--- config.mk ---
export PLATFORM = sky130hd
export DESIGN_NAME = boot_load_sequencer
export DESIGN_NICKNAME = d
export VERILOG_FILES = /design/src/rtl/boot_load_sequencer.sv
export SDC_FILE = /design/constraint.sdc
export NUM_CORES = 1
export LEC_CHECK = 0
export ABC_CLOCK_PERIOD_IN_PS = 2000
export CORE_ASPECT_RATIO = 2
export CORE_MARGIN = 10
export CORE_UTILIZATION = 38
export DETAILED_ROUTE_END_ITERATION = 16
export PLACE_DENSITY = 0.78
export SLEW_MARGIN = 0
export SYNTH_ARGS = -nofsm -noshare
export SYNTH_HDL_FRONTEND = slang
export SYNTH_SLANG_ARGS = --single-unit
export TNS_END_PERCENT = 20
--- constraint.sdc ---
create_clock -name clk -period 2 [get_ports clk]
set_clock_uncertainty 0.05 [all_clocks]
set_input_delay 0.4 -clock clk [delete_from_list [all_inputs] [get_ports clk]]
set_output_delay 0.4 -clock clk [all_outputs]
set_load 0.01 [all_outputs]
--- src/rtl/boot_load_sequencer.sv ---
// Boot load sequencer: holds the UART loader in reset, runs the program load, settles,
// then releases the CPU and hands it the program memory port. Watches for stalled loads.
module boot_load_sequencer #(
   parameter int DATA_WIDTH     = 32,
   parameter int ADDR_WIDTH     = 10,
   parameter int LDR_RST_CYCLES = 4,
   parameter int SETTLE_CYCLES  = 2,
   parameter int TIMEOUT_CYCLES = 1000000
) (
   input  logic                  clk,
   input  logic                  arst_n,
   input  logic                  reload_req,
   input  logic                  byte_strobe,
   input  logic                  ldr_inst_rdy,
   input  logic [ADDR_WIDTH-1:0] ldr_wr_addr,
   input  logic [DATA_WIDTH-1:0] ldr_wr_data,
   input  logic                  ldr_prog_rdy,
   input  logic [ADDR_WIDTH-1:0] cpu_fetch_addr,
   output logic                  mem_we,
   output logic [ADDR_WIDTH-1:0] mem_addr,
   output logic [DATA_WIDTH-1:0] mem_wdata,
   output logic                  ldr_rst_n,
   output logic                  cpu_rst_n,
   output logic                  timeout_err,
   output logic [ADDR_WIDTH-1:0] inst_count,
   output logic [2:0]            boot_state
);

   typedef enum logic [2:0] {
      LDR_RESET = 3'b000,
      LOAD      = 3'b001,
      SETTLE    = 3'b010,
      RUN       = 3'b011,
      ERROR     = 3'b100
   } state_e;

   localparam int CNT_MAX = (LDR_RST_CYCLES > SETTLE_CYCLES) ? LDR_RST_CYCLES : SETTLE_CYCLES;
   localparam int CW      = $clog2(CNT_MAX + 1);
   localparam int IW      = $clog2(TIMEOUT_CYCLES);

   localparam logic [CW-1:0] RST_LAST    = CW'(LDR_RST_CYCLES - 1);
   localparam logic [CW-1:0] SETTLE_LAST = CW'(SETTLE_CYCLES - 1);
   // The idle counter is one behind "cycles since last strobe", so the transition
   // fires on the edge where it would reach TIMEOUT_CYCLES-1.
   localparam logic [IW-1:0] IDLE_LAST   = IW'(TIMEOUT_CYCLES - 2);

   state_e                state_q, state_d;
   logic [CW-1:0]         cyc_cnt_q, cyc_cnt_d;
   logic [IW-1:0]         idle_cnt_q, idle_cnt_d;
   logic                  armed_q, armed_d;
   logic [ADDR_WIDTH-1:0] inst_count_q, inst_count_d;
   logic                  ldr_rst_n_q, ldr_rst_n_d;
   logic                  cpu_rst_n_q, cpu_rst_n_d;
   logic                  timeout_err_q, timeout_err_d;
   logic                  timeout_hit;

   assign timeout_hit = armed_q && !byte_strobe && (idle_cnt_q == IDLE_LAST);

   always_comb begin : next_state
      state_d = state_q;
      case (state_q)
         LDR_RESET: if (cyc_cnt_q == RST_LAST) state_d = LOAD;
         LOAD: begin
            if (ldr_prog_rdy)     state_d = SETTLE;
            else if (timeout_hit) state_d = ERROR;
         end
         SETTLE:    if (cyc_cnt_q == SETTLE_LAST) state_d = RUN;
         RUN,
         ERROR:     state_d = state_q;
         default:   state_d = LDR_RESET;
      endcase
      if (reload_req) state_d = LDR_RESET;
   end

   always_comb begin : counters
      cyc_cnt_d    = cyc_cnt_q;
      idle_cnt_d   = idle_cnt_q;
      armed_d      = armed_q;
      inst_count_d = inst_count_q;

      // A reload while already in LDR_RESET must also restart the count.
      if (state_d != state_q || reload_req)
         cyc_cnt_d = '0;
      else if (state_q == LDR_RESET || state_q == SETTLE)
         cyc_cnt_d = cyc_cnt_q + 1'b1;

      if (state_q == LOAD) begin
         if (ldr_inst_rdy) inst_count_d = inst_count_q + 1'b1;
         if (byte_strobe) begin
            armed_d    = 1'b1;
            idle_cnt_d = '0;
         end else if (armed_q) begin
            idle_cnt_d = idle_cnt_q + 1'b1;
         end
      end

      if (state_d == LDR_RESET) begin
         inst_count_d = '0;
         armed_d      = 1'b0;
         idle_cnt_d   = '0;
      end
   end

   always_comb begin : reset_outputs
      ldr_rst_n_d   = (state_d == LOAD) || (state_d == SETTLE) || (state_d == RUN);
      cpu_rst_n_d   = (state_d == RUN);
      timeout_err_d = (state_d == ERROR);
   end

   always_comb begin : mem_mux
      mem_we    = 1'b0;
      mem_addr  = cpu_fetch_addr;
      mem_wdata = '0;
      if (state_q == LOAD) begin
         mem_we    = ldr_inst_rdy;
         mem_addr  = ldr_wr_addr;
         mem_wdata = ldr_wr_data;
      end
   end

   always_ff @(posedge clk or negedge arst_n) begin
      if (!arst_n) begin
         state_q       <= LDR_RESET;
         cyc_cnt_q     <= '0;
         idle_cnt_q    <= '0;
         armed_q       <= 1'b0;
         inst_count_q  <= '0;
         ldr_rst_n_q   <= 1'b0;
         cpu_rst_n_q   <= 1'b0;
         timeout_err_q <= 1'b0;
      end else begin
         state_q       <= state_d;
         cyc_cnt_q     <= cyc_cnt_d;
         idle_cnt_q    <= idle_cnt_d;
         armed_q       <= armed_d;
         inst_count_q  <= inst_count_d;
         ldr_rst_n_q   <= ldr_rst_n_d;
         cpu_rst_n_q   <= cpu_rst_n_d;
         timeout_err_q <= timeout_err_d;
      end
   end

   assign ldr_rst_n   = ldr_rst_n_q;
   assign cpu_rst_n   = cpu_rst_n_q;
   assign timeout_err = timeout_err_q;
   assign inst_count  = inst_count_q;
   assign boot_state  = state_q;

endmodule

==> results.ini <==
[finish]
post_route_cells_drive_above_1_share=0.342
area_growth_syn_to_layout_pct=71.9
final_common_cell=clkdlybuf4s50_1
fillers=516
design_area_sq_um=4370
diodes=0
final_cell_mix=clkdlybuf4s50_1 (71), buf_4 (50), nand2_1 (41)
nets=510
final_cell_count_no_fill=535

[pwr]
ir_worst_vdd_mv=0.425
p_seq_frac=0.267
p_int_mw=2.30
power.density_nw_per_um2=753
clkPwrFrac=0.356
p_sw_mw=0.995
switching_share=0.302
leakagePower_nw=1.93
combPwrFrac=0.377
total_power_mw=3.29

[synthesis]
ys_ff_latch=40
synth_edf_count=0
synth_nets=353
syn_inst=289
netlist_area_sq_um=2540
synthDistinctLibCells=39
avgSynthCellArea_sq_um=8.80
seq_area_frac_synth=0.394
ys_async_sr_fraction=1.00
synth_warnings=0
ys.flop_type=dfrtp_1

[setup_path]
cp_data_required_time_ns=2.15
crit_family=simple AND/OR/NAND/NOR gates
crit_chain=inv_1, ha_2, nand4_1, or3_4, or3_4, o221a_4, nor3_4
slowest_stage=or3_4
slowest_delay_ns=0.45
worst-setup-path-type=flip-flop to flip-flop
cp_max_fo=8
worstPathBufferInverterCount=1
crit_arrival_ns=2.51
cp_common_cell=or3_4
setup.worst_path.end_class=flip-flop
startpoint_type=flip-flop

[timing]
setup_viol=36
max_freq_ghz=0.424
rsz0062_at_grt=yes
finalCriticalPeriod_ns=2.36
fin_ws_ns=-0.360
hold_violations=0
drv_slew=0
timing.final.crit_share=1.18
holdWs_ns=0.124
slew_headroom=0.660
tightest_slew_ns=0.510

[run_status]
failed_checks=negative setup slack
outcome=finished, violations left

[clock_network]
clk_pin_slew_ns=0.06
cts_buffer_depth=2
clock_tree.root_cell=clkbuf_16
cts_buffers=5
htreeDepth=2
clock_latency_ns=0.29
tritoncts=done
cts_num_sinks=40

[die]
ios=117
rows=42
core_sq_um=6570
start_util=0.387
fp.dieW_um=77.9
die_y_um=136
die_area_sq_um=10600

[drt]
viasPerCell=5.18
drt_pass1_iterations=4
vias=2771
wl_mm=9.67
wl_per_cell_um=18.1
ant_nets=0
drcViolationCount=0
drt-initial-drc-count=119

[grt]
grt_use_total=0.178
grt_pass1_vias=3082
grt_pass1_wl_mm=15.1
grt_max_degree=41
antenna_found_initial=0
overflow=0

[placement]
gp_congestion=0.847
port_buffers=116
place_inst=520
pre_cts_ws_ns=-0.905
place_area_sq_um=4100
dp_hpwl_mm=6.69

[job]
drv_cap=0

[worst_hold_path]
hold_class=input port to asynchronous set/reset pin

worst paths after layout:
check,cells past startpoint,slack (ns),endpoint,start
max reg2reg,7,-0.36,idle_cnt_q[18]$_DFFE_PN0P_,idle_cnt_q[0]$_DFFE_PN0P_
min in group clk,2,0.52,inst_count[9]$_DFFE_PN0P_,inst_count[9]$_DFFE_PN0P_
max in group asynchronous,2,1.39,boot_state[2]$_DFF_PN0_,arst_n
min reg2reg,2,0.52,inst_count[9]$_DFFE_PN0P_,inst_count[9]$_DFFE_PN0P_
max,7,-0.36,idle_cnt_q[18]$_DFFE_PN0P_,idle_cnt_q[0]$_DFFE_PN0P_
min,2,0.12,inst_count[4]$_DFFE_PN0P_,arst_n
state kept, by name, indices dropped and copies added (netlist names):
register and cells:
timeout_err 1, inst_count 10, armed_q 1, ldr_rst_n 1, cpu_rst_n 1, boot_state 3
idle_cnt_q 20, cyc_cnt_q 3
power groups by stage:
stage	logic (mW)	clock network [mW]	registers, mW
after CTS	1.17	1.17	0.879
final	1.24	1.17	0.879
after global routing	1.35	1.21	0.884
after global placement	1.13	0	0.888
after floorplan	0.529	0	0.894
after detailed placement	1.14	0	0.893
stage by stage:
| stage | TNS (ns) | utilization |
|---|---|---|
| 2_1_floorplan | -9.14 | - |
| 3_3_place_gp | -32.20 | 0.624 |
| 3_5_place_dp | -33.15 | 0.624 |
| 4_1_cts | -10.12 | 0.645 |
| 5_1_grt | -11.15 | 0.666 |
| 6_report | -10.08 | 0.666 |
synthesized netlist by cell type, drive strengths merged, types with 4 or more instances:
cell     n  area [sq um]
nand2   41           154
dfrtp   40          1000
and2    33           206
nor2    29           109
nor3    21           180
clkbuf  14          52.6
xor2    13           114
xnor2   12           105
a21oi    9          45.0
nand4    9          56.3
and3     8          50.1
nand3    8          40.0
ha       6          75.1
buf      4          31.3
inv      4          15.0
mux2i    4          40.0
o21ai    4          20.0
or3      4          30.0
metal layers:
| layer | GRT usage | part of all wire | vias up |
|---|---|---|---|
| li1 | - | - | 1296 |
| met1 | 0.153 | 0.32 | 1302 |
| met2 | 0.341 | 0.55 | 152 |
| met3 | 0.0698 | 0.096 | 21 |
| met4 | 0.0888 | 0.031 | 0 |
| met5 | 0 | 0 | - |
cell type report:
cell class	count	area, sq um	area share
Multi-Input combinational cell	230	1620	0.370
Timing Repair Buffer	165	1410	0.322
Sequential cell	40	1000	0.229
Clock buffer	5	125	0.0286
Tap cell	88	110	0.0252
Clock inverter	3	90.1	0.0206
Inverter	4	15.0	0.00343
kinds of logic after synthesis:
group	after synthesis	synth area share
muxes	4	0.0157
adders and majority gates	6	0.0295
DFF	40	0.394
buffers and inverters	22	0.0389
AOI/OAI and AO/OA	23	0.0610
xor gates and xnor gates	25	0.0861
and+or+nand+nor	169	0.375
repair_timing:
item,in CTS,in global routing
buffers inserted,3,0
pin swaps,31,13
setup endpoints to repair,79,65
hold buffers,0,0
resized for setup,179,39
cloned,4,0
Power figures use the tool's default switching activity.
